===== src/rtl/lcd_st_pkg.sv =====
// Shared types for the LCD Avalon-ST packet arbiter: FSM states, payload layout
// and the saturating orphan-counter helper.
package lcd_st_pkg;

   localparam int unsigned ST_DATA_W  = 64;
   localparam int unsigned ST_EMPTY_W = 3;
   localparam int unsigned PAYLOAD_W  = ST_DATA_W + 2 + ST_EMPTY_W;

   typedef enum logic [1:0] {
      IDLE,
      GRANT0,
      GRANT1
   } state_e;

   typedef struct packed {
      logic [ST_DATA_W-1:0]  data;
      logic                  sop;
      logic                  eop;
      logic [ST_EMPTY_W-1:0] empty;
   } payload_t;

   function automatic logic [7:0] sat_add8(input logic [7:0] a, input logic [1:0] n);
      logic [8:0] s;
      s = {1'b0, a} + {7'b0, n};
      return s[8] ? 8'hFF : s[7:0];
   endfunction

endpackage


===== src/rtl/lcd_st_skid2.sv =====
// Two-entry ready/valid register buffer; entry 0 drives the output and stays
// stable until popped, entry 1 absorbs the beat that arrives during a stall.
module lcd_st_skid2
   import lcd_st_pkg::*;
#(
   parameter int unsigned W = PAYLOAD_W
) (
   input  logic         clk,
   input  logic         reset_n,
   input  logic         in_valid,
   output logic         in_ready,
   input  logic [W-1:0] in_data,
   output logic         out_valid,
   input  logic         out_ready,
   output logic [W-1:0] out_data
);

   logic [W-1:0] e0_q, e0_d, e1_q, e1_d;
   logic         v0_q, v0_d, v1_q, v1_d;
   logic         pop;

   always_comb begin
      pop      = v0_q & out_ready;
      in_ready = ~v1_q | out_ready;
      // Shift first, then place the incoming beat in the lowest free slot.
      e0_d = pop ? e1_q : e0_q;
      v0_d = pop ? v1_q : v0_q;
      e1_d = e1_q;
      v1_d = pop ? 1'b0 : v1_q;
      if (in_valid & in_ready) begin
         if (!v0_d) begin
            e0_d = in_data;
            v0_d = 1'b1;
         end else begin
            e1_d = in_data;
            v1_d = 1'b1;
         end
      end
   end

   always_ff @(posedge clk or negedge reset_n) begin
      if (!reset_n) begin
         e0_q <= '0;
         e1_q <= '0;
         v0_q <= 1'b0;
         v1_q <= 1'b0;
      end else begin
         e0_q <= e0_d;
         e1_q <= e1_d;
         v0_q <= v0_d;
         v1_q <= v1_d;
      end
   end

   assign out_valid = v0_q;
   assign out_data  = e0_q;

endmodule


===== src/rtl/lcd_st_packet_arbiter.sv =====
// Packet-granular round-robin arbiter sharing the LCD pixel FIFO path between
// two 64-bit Avalon-ST sources, with debug packet and orphan-beat counters.
module lcd_st_packet_arbiter
   import lcd_st_pkg::*;
#(
   parameter int unsigned DATA_W  = ST_DATA_W,
   parameter int unsigned EMPTY_W = ST_EMPTY_W,
   parameter int unsigned CNT_W   = 16
) (
   input  logic               clk,
   input  logic               reset_n,
   input  logic               enable,
   output logic               in0_ready,
   input  logic               in0_valid,
   input  logic [DATA_W-1:0]  in0_data,
   input  logic               in0_startofpacket,
   input  logic               in0_endofpacket,
   input  logic [EMPTY_W-1:0] in0_empty,
   output logic               in1_ready,
   input  logic               in1_valid,
   input  logic [DATA_W-1:0]  in1_data,
   input  logic               in1_startofpacket,
   input  logic               in1_endofpacket,
   input  logic [EMPTY_W-1:0] in1_empty,
   input  logic               out_ready,
   output logic               out_valid,
   output logic [DATA_W-1:0]  out_data,
   output logic               out_startofpacket,
   output logic               out_endofpacket,
   output logic [EMPTY_W-1:0] out_empty,
   output logic               busy,
   output logic               grant_idx,
   output logic [CNT_W-1:0]   pkt_count0,
   output logic [CNT_W-1:0]   pkt_count1,
   output logic [7:0]         orphan_count
);

   localparam int unsigned PW = DATA_W + 2 + EMPTY_W;

   state_e           state_q, state_d;
   logic             grant_idx_q, grant_idx_d;
   logic [CNT_W-1:0] pkt_count0_q, pkt_count0_d;
   logic [CNT_W-1:0] pkt_count1_q, pkt_count1_d;
   logic [7:0]       orphan_count_q, orphan_count_d;

   logic          skid_in_valid, skid_in_ready;
   logic [PW-1:0] skid_in_data, skid_out_data;
   logic          cand0, cand1, drain0, drain1, acc0, acc1, win;

   always_comb begin
      cand0  = in0_valid & in0_startofpacket & enable;
      cand1  = in1_valid & in1_startofpacket & enable;
      drain0 = (state_q == IDLE) & in0_valid & ~in0_startofpacket;
      drain1 = (state_q == IDLE) & in1_valid & ~in1_startofpacket;
      acc0   = (state_q == GRANT0) & in0_valid & skid_in_ready;
      acc1   = (state_q == GRANT1) & in1_valid & skid_in_ready;
      // Readies are forced low while reset is held so no beat is consumed.
      in0_ready = reset_n & (drain0 | ((state_q == GRANT0) & skid_in_ready));
      in1_ready = reset_n & (drain1 | ((state_q == GRANT1) & skid_in_ready));
      skid_in_valid = acc0 | acc1;
      skid_in_data  = (state_q == GRANT1)
                    ? {in1_data, in1_startofpacket, in1_endofpacket, in1_empty}
                    : {in0_data, in0_startofpacket, in0_endofpacket, in0_empty};
      win = (cand0 & cand1) ? ~grant_idx_q : cand1;

      state_d        = state_q;
      grant_idx_d    = grant_idx_q;
      pkt_count0_d   = pkt_count0_q;
      pkt_count1_d   = pkt_count1_q;
      orphan_count_d = sat_add8(orphan_count_q, {1'b0, drain0} + {1'b0, drain1});
      case (state_q)
         IDLE: begin
            if (cand0 | cand1) begin
               state_d     = win ? GRANT1 : GRANT0;
               grant_idx_d = win;
            end
         end
         GRANT0: begin
            if (acc0 & in0_endofpacket) begin
               state_d      = IDLE;
               pkt_count0_d = pkt_count0_q + CNT_W'(1);
            end
         end
         GRANT1: begin
            if (acc1 & in1_endofpacket) begin
               state_d      = IDLE;
               pkt_count1_d = pkt_count1_q + CNT_W'(1);
            end
         end
         default: state_d = IDLE;
      endcase
   end

   always_ff @(posedge clk or negedge reset_n) begin
      if (!reset_n) begin
         state_q        <= IDLE;
         grant_idx_q    <= 1'b1;
         pkt_count0_q   <= '0;
         pkt_count1_q   <= '0;
         orphan_count_q <= '0;
      end else begin
         state_q        <= state_d;
         grant_idx_q    <= grant_idx_d;
         pkt_count0_q   <= pkt_count0_d;
         pkt_count1_q   <= pkt_count1_d;
         orphan_count_q <= orphan_count_d;
      end
   end

   lcd_st_skid2 #(.W(PW)) u_skid (
      .clk       (clk),
      .reset_n   (reset_n),
      .in_valid  (skid_in_valid),
      .in_ready  (skid_in_ready),
      .in_data   (skid_in_data),
      .out_valid (out_valid),
      .out_ready (out_ready),
      .out_data  (skid_out_data)
   );

   assign {out_data, out_startofpacket, out_endofpacket, out_empty} = skid_out_data;
   assign busy         = (state_q != IDLE);
   assign grant_idx    = grant_idx_q;
   assign pkt_count0   = pkt_count0_q;
   assign pkt_count1   = pkt_count1_q;
   assign orphan_count = orphan_count_q;

endmodule

===== config.mk =====
export PLATFORM = sky130hd
export DESIGN_NAME = lcd_st_packet_arbiter
export DESIGN_NICKNAME = d
export VERILOG_FILES = /design/src/rtl/lcd_st_pkg.sv /design/src/rtl/lcd_st_skid2.sv /design/src/rtl/lcd_st_packet_arbiter.sv
export SDC_FILE = /design/constraint.sdc
export NUM_CORES = 1
export LEC_CHECK = 0
export CAP_MARGIN = 5
export CORE_MARGIN = 3
export CORE_UTILIZATION = 44
export CTS_BUF_LIST = sky130_fd_sc_hd__clkbuf_8
export CTS_CLUSTER_SIZE = 10
export DETAILED_ROUTE_END_ITERATION = 8
export MAX_ROUTING_LAYER = met4
export PLACE_DENSITY = 0.76
export SYNTH_ARGS = -nofsm -noshare
export SYNTH_HDL_FRONTEND = slang
export SYNTH_SLANG_ARGS = --single-unit

===== constraint.sdc =====
create_clock -name clk -period 2.2 [get_ports clk]
set_input_delay 0.22 -clock clk [delete_from_list [all_inputs] [get_ports clk]]
set_output_delay 0.22 -clock clk [all_outputs]
set_load 0.05 [all_outputs]

==> results by group <==
Routing
  – Routed WL: 19.4 mm
  – Vias: 6400
  – Routed Antenna Nets: 0
  – DR pass1 iterations: 4
  – DR iter-0 viols: 277
  – Wire length per cell: 15.1 um
  – Vias per Instance: 4.99
  – # DRC: 0

Timing
  – Highest clock rate: 482 MHz
  – Min cycle time layout: 2.08 ns
  – Rel. slew slack: 0.620
  – WHS: 0.261 ns
  – Final period util: 0.943
  – Fin. Hold Viols: 0
  – Least-Margin Pin Slew: 0.569 ns
  – RSZ-0062 raised after global routing: no
  – Final-report max-slew violation count: 0
  – Count of final setup violators: 0
  – Clk_skew: 0.0132 ns

Global route
  – First-pass GRT wire length: 31.1 mm
  – GRT Total Usage: 0.193
  – Initial antenna violation count: 0
  – Pin count of the biggest net entering global routing: 101
  – Grt total ovfl: 0
  – Vias in the first global route: 6276

Clocking
  – Clk Latency, worst-skew pair: 0.44 ns
  – H-tree depth: 4
  – Clock transition at path regs: 0.10 ns
  – CTS Buf Count: 17
  – CTS tree: done
  – Clk sinks: 183
  – Root buffer cell: clkbuf_8
  – Maximum root-to-sink buffer count: 2

Worst setup path
  – Crit-path max FO: 3
  – Worst EP required: 1.98 ns
  – CP Cell Sequence: nor2_2, buf_4, inv_1, clkdlybuf4s50_1
  – Slowest-stage cell, CP: clkdlybuf4s50_1
  – Reg2Reg Depth: 8
  – CP peak stage delay: 0.69 ns
  – Type of origin of the critical path: flop
  – Critical path data arrival time: 1.86 ns
  – Crit path capture type: output pin
  – CP Class: reg2out

Floorplanning
  – Floorplan core area: 18300 um^2
  – Die height: 144 um
  – Die area: 20800 um^2
  – FP Rows: 49
  – # IOs: 258
  – Starting density of the core: 0.458
  – Horiz. Die Dim: 144 um

Cells and area
  – Share of cells above drive strength 1: 0.133
  – Final #Nets: 1187
  – Final design area excluding fillers: 11800 um^2
  – Antenna Cells: 0
  – Final Core Density: 0.641
  – Most frequent cells in the layout: 254 x clkdlybuf4s50_1, 182 x dfrtp_1, 166 x nand2_1, 107 x o21ai_0, 70 x mux2_2
  – Commonest non-fill, non-tap cell in the layout: clkdlybuf4s50_1
  – Layout area overhead: 40.1%

Logic synthesis
  – Synthesized area per cell: 10.7 um^2
  – Flops & latches, synth: 183
  – Post-Syn Nets: 933
  – Syn Inst Count: 786
  – Post-Syn Area: 8390 um^2
  – Synthesis Warnings: 0
  – Seq/Total Area, Yosys: 0.546
  – Synth cell types: 38

Placement
  – GPL Wtd Cong: 0.810
  – Number of buffers added on ports: 257
  – Post-DP HPWL: 14.1 mm
  – Placement Cell Area: 11400 um^2

Pwr
  – Power density over the cells: 1310 nW/um^2
  – VDD IR max: 0.518 mV
  – LEAKAGE: 5.56 nW
  – Pwr Total: 0.0155 W

Hold path
  – Worst min path class: in2async

Run
  – Max-cap viol count: 0

Status
  – Status: finished, final reports clean
kinds of logic after synthesis:
group | synth area share
simple gates | 0.119
flops | 0.546
compound gates | 0.0924
mux | 0.176
buf+inv | 0.0288
xor+xnor | 0.0323
fa+ha+maj | 0.00537
through the flow:
step                      std cells  TNS (ns)  setup WS, ns
after floorplan                 786         0        0.0365
after global placement         1249    -0.313       -0.0609
after detailed placement       1249    -0.629        -0.128
after CTS                      1282         0        0.0401
after global routing           1282         0        0.0255
final                          1282         0         0.125
final timing paths:
path,startpoint,to,slack [ns]
max,state_q[1],busy,0.12
min,reset_n,state_q[0],0.26
max reg2reg,state_q[1],orphan_count[1],0.18
min reg2reg,pkt_count1[15],pkt_count1[15],0.48
max in group asynchronous,reset_n,u_skid.out_data[27],1.03
min in group clk,in1_data[46],u_skid.out_data[51],0.44
report_power, final:
group / internal, W / total (W) / switching, W
Sequential: 0.00464 / 0.00533 / 0.000693
Clock: 0.000848 / 0.00211 / 0.00127
Combinational: 0.00318 / 0.00801 / 0.00483
Total: 0.00866 / 0.0155 / 0.00679
sequential cells by signal, summed over array words and instances (netlist names):
| signal | flops |
|---|---|
| grant_idx | 1 |
| u_skid.v1_q | 1 |
| u_skid.out_data | 69 |
| pkt_count0 | 16 |
| u_skid.e1_q | 69 |
| state_q | 2 |
| pkt_count1 | 16 |
| u_skid.out_valid | 1 |
| orphan_count | 8 |
critical path: cells and delay by family, from the launching register on:
kind,cells,cell delay (ns)
and+or+nand+nor,1,0.15
DFF,1,0.40
buffers and inverters,3,0.86
layout make-up:
cell class | instances | area (um^2)
repair buffers | 281 | 2890
clock inverters | 14 | 118
well taps | 229 | 287
inverters | 5 | 18.8
flip-flops and latches | 183 | 4580
clock buffers | 18 | 248
multi-input cells | 552 | 3610
fillers | 1494 | 6580
synth_stat cells:
master | number | share of area
and2_1 | 2 | 0.0015
and3_1 | 9 | 0.0067
mux2_2 | 70 | 0.094
nand2_1 | 167 | 0.075
nor3_4 | 2 | 0.0039
a21oi_1 | 2 | 0.0012
o22ai_2 | 1 | 0.0015
or3_1 | 1 | 0.00075
fa_1 | 1 | 0.0024
ha_1 | 2 | 0.0030
nand3b_1 | 3 | 0.0027
xor2_1 | 9 | 0.0094
a21boi_0 | 1 | 0.00089
buf_1 | 1 | 0.00045
nor3_1 | 2 | 0.0012
mux2i_1 | 69 | 0.082
xnor2_1 | 22 | 0.023
nor3_2 | 1 | 0.0012
dfstp_2 | 1 | 0.0031
o21ai_0 | 108 | 0.064
nor2_1 | 11 | 0.0049
clkbuf_1 | 16 | 0.0072
buf_6 | 1 | 0.0013
dfrtp_1 | 182 | 0.54
a21o_1 | 1 | 0.00089
buf_2 | 24 | 0.014
o21ai_1 | 37 | 0.022
nand2b_1 | 1 | 0.00075
nand3_1 | 11 | 0.0066
inv_1 | 5 | 0.0022
and2b_1 | 1 | 0.00089
nor2b_1 | 4 | 0.0030
clkbuf_2 | 1 | 0.00060
o22ai_1 | 2 | 0.0015
nand2b_4 | 1 | 0.0016
and4_1 | 2 | 0.0021
buf_4 | 3 | 0.0027
nand4_1 | 9 | 0.0067
metal layers:
layer / vias up / part of all wire / global-route usage
met4: 0 / 0.011 / 0.0510
li1: 3221 / - / -
met5: - / 0 / -
met3: 15 / 0.067 / 0.0516
met2: 172 / 0.48 / 0.309
met1: 2992 / 0.44 / 0.243
timing repair:
item | 4_1_cts | 5_1_grt
gates resized for setup | 1 | 5
setup endpoints to repair | 1 | 8
endpoints found under the hold margin | 40 | 0
buffers inserted | 0 | 0
hold buffers | 1 | 0
No activity file was read; power rests on OpenSTA's default activity.
